--- src/rtl/rice_pkg.sv ---
// Shared definitions for the Rice encoder and its matching decoder.
package rice_pkg;
  localparam int DATA_W  = 16;
  localparam int PARAM_W = 4;

  typedef enum logic [1:0] {
    IDLE  = 2'd0,
    UNARY = 2'd1,
    STOP  = 2'd2,
    REM   = 2'd3
  } rice_state_t;
endpackage

--- src/rtl/rice_fold.sv ---
// Zig-zag fold of a signed residual followed by the Rice quotient/remainder split.
module rice_fold #(
  parameter int DATA_W  = rice_pkg::DATA_W,
  parameter int PARAM_W = rice_pkg::PARAM_W
) (
  input  logic signed [DATA_W-1:0]  x_i,
  input  logic        [PARAM_W-1:0] k_i,
  output logic        [DATA_W-1:0]  q_o,
  output logic        [DATA_W-1:0]  r_o
);
  logic [DATA_W-1:0] u;
  logic [DATA_W-1:0] mask;

  // -2x-1 equals ~(2x), so a sign-controlled inversion of 2x covers both halves
  assign u    = {x_i[DATA_W-2:0], 1'b0} ^ {DATA_W{x_i[DATA_W-1]}};
  assign mask = ~({DATA_W{1'b1}} << k_i);
  assign q_o  = u >> k_i;
  assign r_o  = u & mask;
endmodule

--- src/rtl/rice_encoder.sv ---
// Serial Rice encoder: q zeros, a stop 1, then k remainder bits MSB first.
module rice_encoder #(
  parameter int DATA_W  = rice_pkg::DATA_W,
  parameter int PARAM_W = rice_pkg::PARAM_W
) (
  input  logic                      iClock,
  input  logic                      iReset,
  input  logic                      iEnable,
  input  logic                      iValid,
  input  logic signed [DATA_W-1:0]  iData,
  input  logic        [PARAM_W-1:0] iRiceParam,
  output logic                      oReady,
  output logic                      oBit,
  output logic                      oBitValid,
  output logic                      oDone
);
  import rice_pkg::*;

  rice_state_t        state_q;
  logic [DATA_W-1:0]  cnt_q;
  logic [DATA_W-1:0]  r_q;
  logic [PARAM_W-1:0] k_q;
  logic [PARAM_W-1:0] idx_q;
  logic               bit_q;
  logic               last_q;

  logic [DATA_W-1:0]  fold_q;
  logic [DATA_W-1:0]  fold_r;
  logic [PARAM_W-1:0] k_dec;
  logic [PARAM_W-1:0] idx_dec;
  logic               advance;

  rice_fold #(
    .DATA_W (DATA_W),
    .PARAM_W(PARAM_W)
  ) u_fold (
    .x_i(iData),
    .k_i(iRiceParam),
    .q_o(fold_q),
    .r_o(fold_r)
  );

  assign k_dec     = k_q - 1'b1;
  assign idx_dec   = idx_q - 1'b1;
  assign oReady    = (state_q == IDLE);
  assign advance   = (state_q != IDLE) && iEnable;
  assign oBitValid = advance;
  assign oBit      = bit_q;
  assign oDone     = advance && last_q;

  // Codeword sequencer; bit_q/last_q always describe the bit of the current state
  always_ff @(posedge iClock or posedge iReset) begin
    if (iReset) begin
      state_q <= IDLE;
      cnt_q   <= '0;
      r_q     <= '0;
      k_q     <= '0;
      idx_q   <= '0;
      bit_q   <= 1'b0;
      last_q  <= 1'b0;
    end else if (state_q == IDLE) begin
      if (iValid) begin
        r_q   <= fold_r;
        k_q   <= iRiceParam;
        cnt_q <= fold_q;
        if (|fold_q) begin
          state_q <= UNARY;
          bit_q   <= 1'b0;
          last_q  <= 1'b0;
        end else begin
          state_q <= STOP;
          bit_q   <= 1'b1;
          last_q  <= (iRiceParam == '0);
        end
      end
    end else if (advance) begin
      case (state_q)
        UNARY: begin
          cnt_q <= cnt_q - 1'b1;
          if (cnt_q == DATA_W'(1)) begin
            state_q <= STOP;
            bit_q   <= 1'b1;
            last_q  <= (k_q == '0);
          end else begin
            bit_q  <= 1'b0;
            last_q <= 1'b0;
          end
        end
        STOP: begin
          if (k_q != '0) begin
            state_q <= REM;
            idx_q   <= k_dec;
            bit_q   <= r_q[k_dec];
            last_q  <= (k_q == PARAM_W'(1));
          end else begin
            state_q <= IDLE;
            bit_q   <= 1'b0;
            last_q  <= 1'b0;
          end
        end
        REM: begin
          if (idx_q == '0) begin
            state_q <= IDLE;
            bit_q   <= 1'b0;
            last_q  <= 1'b0;
          end else begin
            idx_q  <= idx_dec;
            bit_q  <= r_q[idx_dec];
            last_q <= (idx_q == PARAM_W'(1));
          end
        end
        default: begin
          state_q <= IDLE;
          bit_q   <= 1'b0;
          last_q  <= 1'b0;
        end
      endcase
    end
  end
endmodule

--- config.mk ---
export PLATFORM = sky130hd
export DESIGN_NAME = rice_encoder
export DESIGN_NICKNAME = d
export VERILOG_FILES = /design/src/rtl/rice_pkg.sv /design/src/rtl/rice_fold.sv /design/src/rtl/rice_encoder.sv
export SDC_FILE = /design/constraint.sdc
export NUM_CORES = 1
export LEC_CHECK = 0
export BUFFER_PORTS_ARGS = -buffer_cell sky130_fd_sc_hd__buf_2
export CAP_MARGIN = 20
export CORE_ASPECT_RATIO = 1.25
export CORE_MARGIN = 8
export CORE_UTILIZATION = 45
export DETAILED_ROUTE_END_ITERATION = 10
export PLACE_DENSITY = 0.7
export SYNTH_ARGS = -nofsm -noshare
export SYNTH_HDL_FRONTEND = slang
export SYNTH_SLANG_ARGS = --single-unit
--- constraint.sdc ---
create_clock -name iClock -period 2.9 [get_ports iClock]
set_input_delay 0.58 -clock iClock [delete_from_list [all_inputs] [get_ports iClock]]
set_output_delay 0.58 -clock iClock [all_outputs]
set_load 0.02 [all_outputs]
=== Word level (Yosys, flattened, before mapping) ===
Index checks and enable logic that the tools add are counted.

* Register bits after elaboration: 44
* Input bits: 24
* Output and inout port bits: 4
* Word-level logic and storage cells: 81

* Add/sub/neg operators: 3
* Magnitude comparators: 2
* Eq/ne operators: 11
* Shift-type cells: 2
* Mux-type cells: 35
* Bitwise logic cells: 4
* Reductions and logical operators: 17

{| class="wikitable"
|+ Operators with widths
! kind !! number
|-
| $mux 16 || 4
|-
| $and 16x16->16 || 1
|-
| $eq 16x1->1 const B || 1
|-
| $mux 1 || 16
|-
| $not 16->16 || 1
|-
| $reduce_or 16->1 || 1
|-
| $shl 16x4->16 const A || 1
|-
| $shr 16x4->16 || 1
|-
| $sub 16x1->16 const B || 1
|-
| $xor 16x16->16 || 1
|-
| $mux 2 || 7
|-
| $logic_not 4->1 || 3
|-
| $lt 4x5->1 const B || 2
|-
| $bmux 1 s4 || 2
|-
| $eq 4x1->1 const B || 2
|-
| $mux 4 || 2
|-
| $pmux 4 s2 || 1
|-
| $reduce_bool 2->1 || 4
|-
| $sub 4x1->4 const B || 2
|-
| $ne 2x2->1 const B || 3
|-
| $ne 3x3->1 const B || 2
|-
| $pmux 1 s3 || 2
|-
| $pmux 2 s3 || 1
|-
| $reduce_and 5->1 || 1
|-
| 9 further kinds || 12
|}

=== Depth between registers and ports, before layout ===
* Depth in word-level cells: 7
* Mapped depth: 9
* Depth with buffers taken out: 8

=== Cells and area by module ===
From an unflattened synthesis, not the netlist that was laid out.

* Cell total of the unflattened synthesis: 460
* Area, all modules: 4073.9 um2

{| class="wikitable"
|+ Modules (own cells, without submodules)
! module !! instances !! cells each !! area an instance (um2) !! sequential area each (um2)
|-
| rice_encoder || 1 || 310 || 2791.4 || 1101.1
|-
| rice_fold || 1 || 150 || 1282.5 || 0.0
|}

=== Worst setup path after synthesis ===
Ideal clock, no wire load.

* Path type: input to register
* Start: input port iRiceParam[0]
* End: register state_q[0]
* Setup time: 0.124 ns
* Arrival: 2.264 ns
* Data required time: 2.776 ns
* Slack: 0.512 ns
* Stages: 8
* Path buffers: 2
* Cells stage by stage: buf_6 -> buf_8 -> mux4_2 -> xor2_1 -> a22o_1 -> a211oi_2 -> o211ai_1 -> o31a_1

* Word-level cells in the longest chain between the ends: 5

{| class="wikitable"
|+ Ends and longest elaborated chain
! element !! RTL line !! text
|-
| start: declaration || rice_encoder.sv:11 || <nowiki>input logic [PARAM_W-1:0] iRiceParam,</nowiki>
|-
| $shr 16x4->16 || rice_fold.sv:17 || <nowiki>assign q_o = u >> k_i;</nowiki>
|-
| $reduce_or 16->1 || rice_encoder.sv:66 || <nowiki>if (|fold_q) begin</nowiki>
|-
| $mux 2 || rice_encoder.sv:66 ||
|-
| $mux 2 || rice_encoder.sv:62 || <nowiki>if (iValid) begin</nowiki>
|-
| $mux 2 || rice_encoder.sv:61 || <nowiki>end else if (state_q == IDLE) begin</nowiki>
|-
| end signal: assignment || rice_encoder.sv:67 || <nowiki>state_q <= UNARY;</nowiki>
|-
| end signal: assignment || rice_encoder.sv:71 || <nowiki>state_q <= STOP;</nowiki>
|-
| end signal: assignment || rice_encoder.sv:81 || <nowiki>state_q <= STOP;</nowiki>
|-
| end: declaration || rice_encoder.sv:19 || <nowiki>rice_state_t state_q;</nowiki>
|}

Every way passes these cells. The select of a mux whose other input is x is not followed.
A chain may end at the register's enable or synchronous reset.

=== Worst setup path after layout ===
* Start: input port iRiceParam[0]
* End: register last_q

* Word-level cells in the longest chain between the ends: 5
* Elaborated cells between the ends (all ways): 6
* Classes of those cells: shift (1); mux (3); reduce/logical (2)

{| class="wikitable"
|+ Ends and longest elaborated chain
! element !! RTL line !! text
|-
| $shr 16x4->16 || rice_fold.sv:17 ||
|-
| $reduce_or 16->1 || rice_encoder.sv:66 ||
|-
| $mux 1 * || rice_encoder.sv:66 ||
|-
| $mux 1 * || rice_encoder.sv:62 ||
|-
| $mux 1 * || rice_encoder.sv:61 ||
|-
| end signal: assignment || rice_encoder.sv:73 || <nowiki>last_q <= (iRiceParam == '0);</nowiki>
|-
| end signal: assignment || rice_encoder.sv:83 || <nowiki>last_q <= (k_q == '0);</nowiki>
|-
| end signal: assignment || rice_encoder.sv:94 || <nowiki>last_q <= (k_q == PARAM_W'(1));</nowiki>
|-
| end: declaration || rice_encoder.sv:25 || <nowiki>logic last_q;</nowiki>
|}

Every way passes the cells marked *; elsewhere a longest branch is shown, timed or not. The select of a mux whose other input is x is not followed.

==> key figures <==
Drt
  • DR iter-0 viols: 257
  • Drt total wl: 11500 um
  • WL per Instance: roughly 19 um
  • DR vias/cell: 6.25
  • Drt pass-1 iters: 4
  • Antenna Nets Post-Route: 0
  • Residual DRC count: 0
  • Vias after detailed routing: 3738

Placed design
  • DP Worst Slack: 156 ps
  • DP HPWL: ~8600 um
  • Routability congestion estimate: 0.937
  • Port bufs: 27

Final layout
  • Ant. Diodes: 0
  • Util after Layout: 0.504
  • Area Growth Syn to Fin: 10.9%
  • Layout cells sized above 1: 0.185
  • Fillers: approximately 840
  • Nets: 508
  • Most frequent cells in the layout: nand2_1 (44), dfrtp_1 (43), o21ai_0 (39), mux2i_1 (28), buf_2 (27)
  • Commonest non-fill, non-tap cell in the layout: nand2_1

Floorplanning
  • Core Rows: 39
  • Initial Util: 0.455
  • # IOs: 28
  • Chip height: 123 um
  • Core area: 0.00903 sq mm
  • Die area: 0.0125 sq mm
  • Die width: around 100 um

Yosys
  • Post-synth top area cell: dfrtp_1
  • Mapped Nets: 491
  • YS warnings: 0
  • Flops & latches, synth: 43
  • Main synth FF type: dfrtp_1
  • Post-synthesis sequential area ratio: 0.262
  • Cell Area, Synth: 0.00410 sq mm
  • Post-Syn Area per Cell: between 8 and 9 sq um
  • Top cell type's share of synthesized area: 0.262
  • Post-synth EDFFs: 0
  • Distinct cells, synth: 68
  • Synth area leaders: dfrtp_1 (26%), mux4_2 (8.2%), mux2i_1 (6.8%)
  • Post-Synthesis Cells: roughly 460
  • Async SR Flop Fraction: 1.00

Timing
  • Worst setup margin: about 430 ps
  • Fin crit share: 0.850
  • Final Max Tran Viols: 0
  • Final setup viols: 0
  • Max frequency: approximately 400 MHz
  • Min cycle time layout: 2470 ps
  • Final hold vios: 0
  • Slew margin rel.: 0.595
  • Setup Skew: 3.00 ps
  • Final TNS setup: 0 ps
  • Worst-Margin Slew: 606 ps
  • RSZ-0062 raised after global routing: no

Worst hold path
  • Hold crit path type: in -> async

Power
  • P_leak: between 1.5 and 2 nW
  • Power Dens Cells: 841 mW/mm^2
  • Peak VDD IR: 0.343 mV

Clock network
  • Clock buffer depth: 2
  • Root Driver: clkbuf_16
  • Max H-tree Level: 2
  • Reg clk slew, reported paths: 60 ps
  • Setup Fix Bufs, Post-CTS: 0
  • TritonCTS Buffers: 5
  • Clock latency on the worst-skew pair: 290 ps
  • Post-cts sizing count: 0
  • TritonCTS clock tree: yes
  • Clock Sinks: 43
  • CTS hold repair buffers: 0

Critical path
  • CP bufs+invs: 1
  • Crit-path max FO: 16
  • Slowest stage delay, CP: approximately 620 ps
  • Cells along the critical path: buf_2 > mux4_1 > xnor2_1 > o2111ai_1 > a21oi_2 > o2111ai_2 > o31ai_1
  • Launching element type of the critical path: input pin
  • Worst path required time: between 3000 and 4000 ps
  • Arrival time at the worst endpoint: 2650 ps
  • Crit-path leading delay family: compound AO/OA/AOI/OAI gates
  • Slowest CP cell: mux4_1
  • Kind of critical path: in -> reg
  • Critical path capture point type: flop

Global route
  • Initial antenna violation count: 0
  • Vias in the first global route: ~3700
  • Largest net degree at the start of global routing: 44
  • Total GRT Usage: 0.191
  • Grt ovf: 0
  • First-pass GRT wire length: 19000 um

Outcome
  • Status: finished clean

Job
  • # Max-Cap Violations: 0
==> synth_stat cells, types with 5 or more instances <==
master     n
xor2_1    16
a31oi_1    5
nor3b_1    5
nand2_1   44
o21ai_0   39
nor3_1    14
buf_2      8
ha_1      10
nand2b_1   5
clkbuf_1  22
dfrtp_1   43
o31ai_1   10
mux2_2     7
mux2i_1   28
a211oi_1   6
nor2_1    26
nand3_1    6
inv_1     18
nor2b_1    6
a21oi_1   19
xnor2_1   14
and2_1     5
a22o_1     5
mux4_1     5
mux4_2    15
==> routing by layer <==
layer	wire [um]	vias to the layer above	GRT usage
met5	0	-	0
met4	583	0	0.118
met3	613	43	0.0221
met2	5510	150	0.308
met1	4770	1808	0.239
li1	-	1737	-
==> flip-flops by register name, summed over array words and instances (netlist names) <==
name     cells
idx_q        4
oBit         1
state_q      2
r_q         15
cnt_q       16
last_q       1
k_q          4
==> power by group <==
part	internal [mW]	total [mW]	leakage, nW	switching, mW
clock network	0.493	0.733	0.0900	0.240
logic	0.842	1.99	1.27	1.15
registers	0.858	1.11	0.546	0.249
==> tightest hold or removal path: stages <==
cell	delay (ps)
buf_2	100
clkinv_1	30
buf_4	450
==> area by class of cell <==
| type | count | area [sq um] | share of cell area |
|---|---|---|---|
| Multi-Input combinational cell | 357 | 2760 | 0.607 |
| Tap cell | 123 | 154 | 0.0338 |
| Sequential cell | 43 | 1080 | 0.237 |
| Clock inverter | 3 | 67.6 | 0.0149 |
| Clock buffer | 5 | 125 | 0.0275 |
| Inverter | 19 | 71.3 | 0.0157 |
| Timing Repair Buffer | 48 | 293 | 0.0644 |
==> logic make-up after synthesis <==
group | Yosys count | synth area share
and+or+nand+nor | 135 | 0.167
AOI/OAI and AO/OA | 127 | 0.210
buffers and inverters | 57 | 0.0646
muxes | 55 | 0.202
DFF | 43 | 0.262
xor gates and xnor gates | 30 | 0.0640
adders and majority gates | 10 | 0.0305
==> per-stage QoR <==
stage	power, mW	instance area, sq um	std cells	hold WS, ps
after floorplan	2.56	4100	457	441
after global placement	3.03	4360	590	462
after detailed placement	3.08	4360	590	466
after CTS	3.82	4550	598	442
after global routing	4.11	4550	598	475
final	3.83	4550	598	408
==> path summary, 6_finish.rpt <==
path                                from        end  slack, ps  depth (start not counted)
max in group asynchronous         iReset     r_q[7]       2110                          3
min in group iClock            cnt_q[12]  cnt_q[12]        480                          2
max                        iRiceParam[0]     last_q        430                          7
min reg2reg                    cnt_q[12]  cnt_q[12]        480                          2
min                               iReset   cnt_q[9]        410                          3
max reg2reg                       k_q[0]       oBit        510                          7
(Power assumes the default switching activity.)
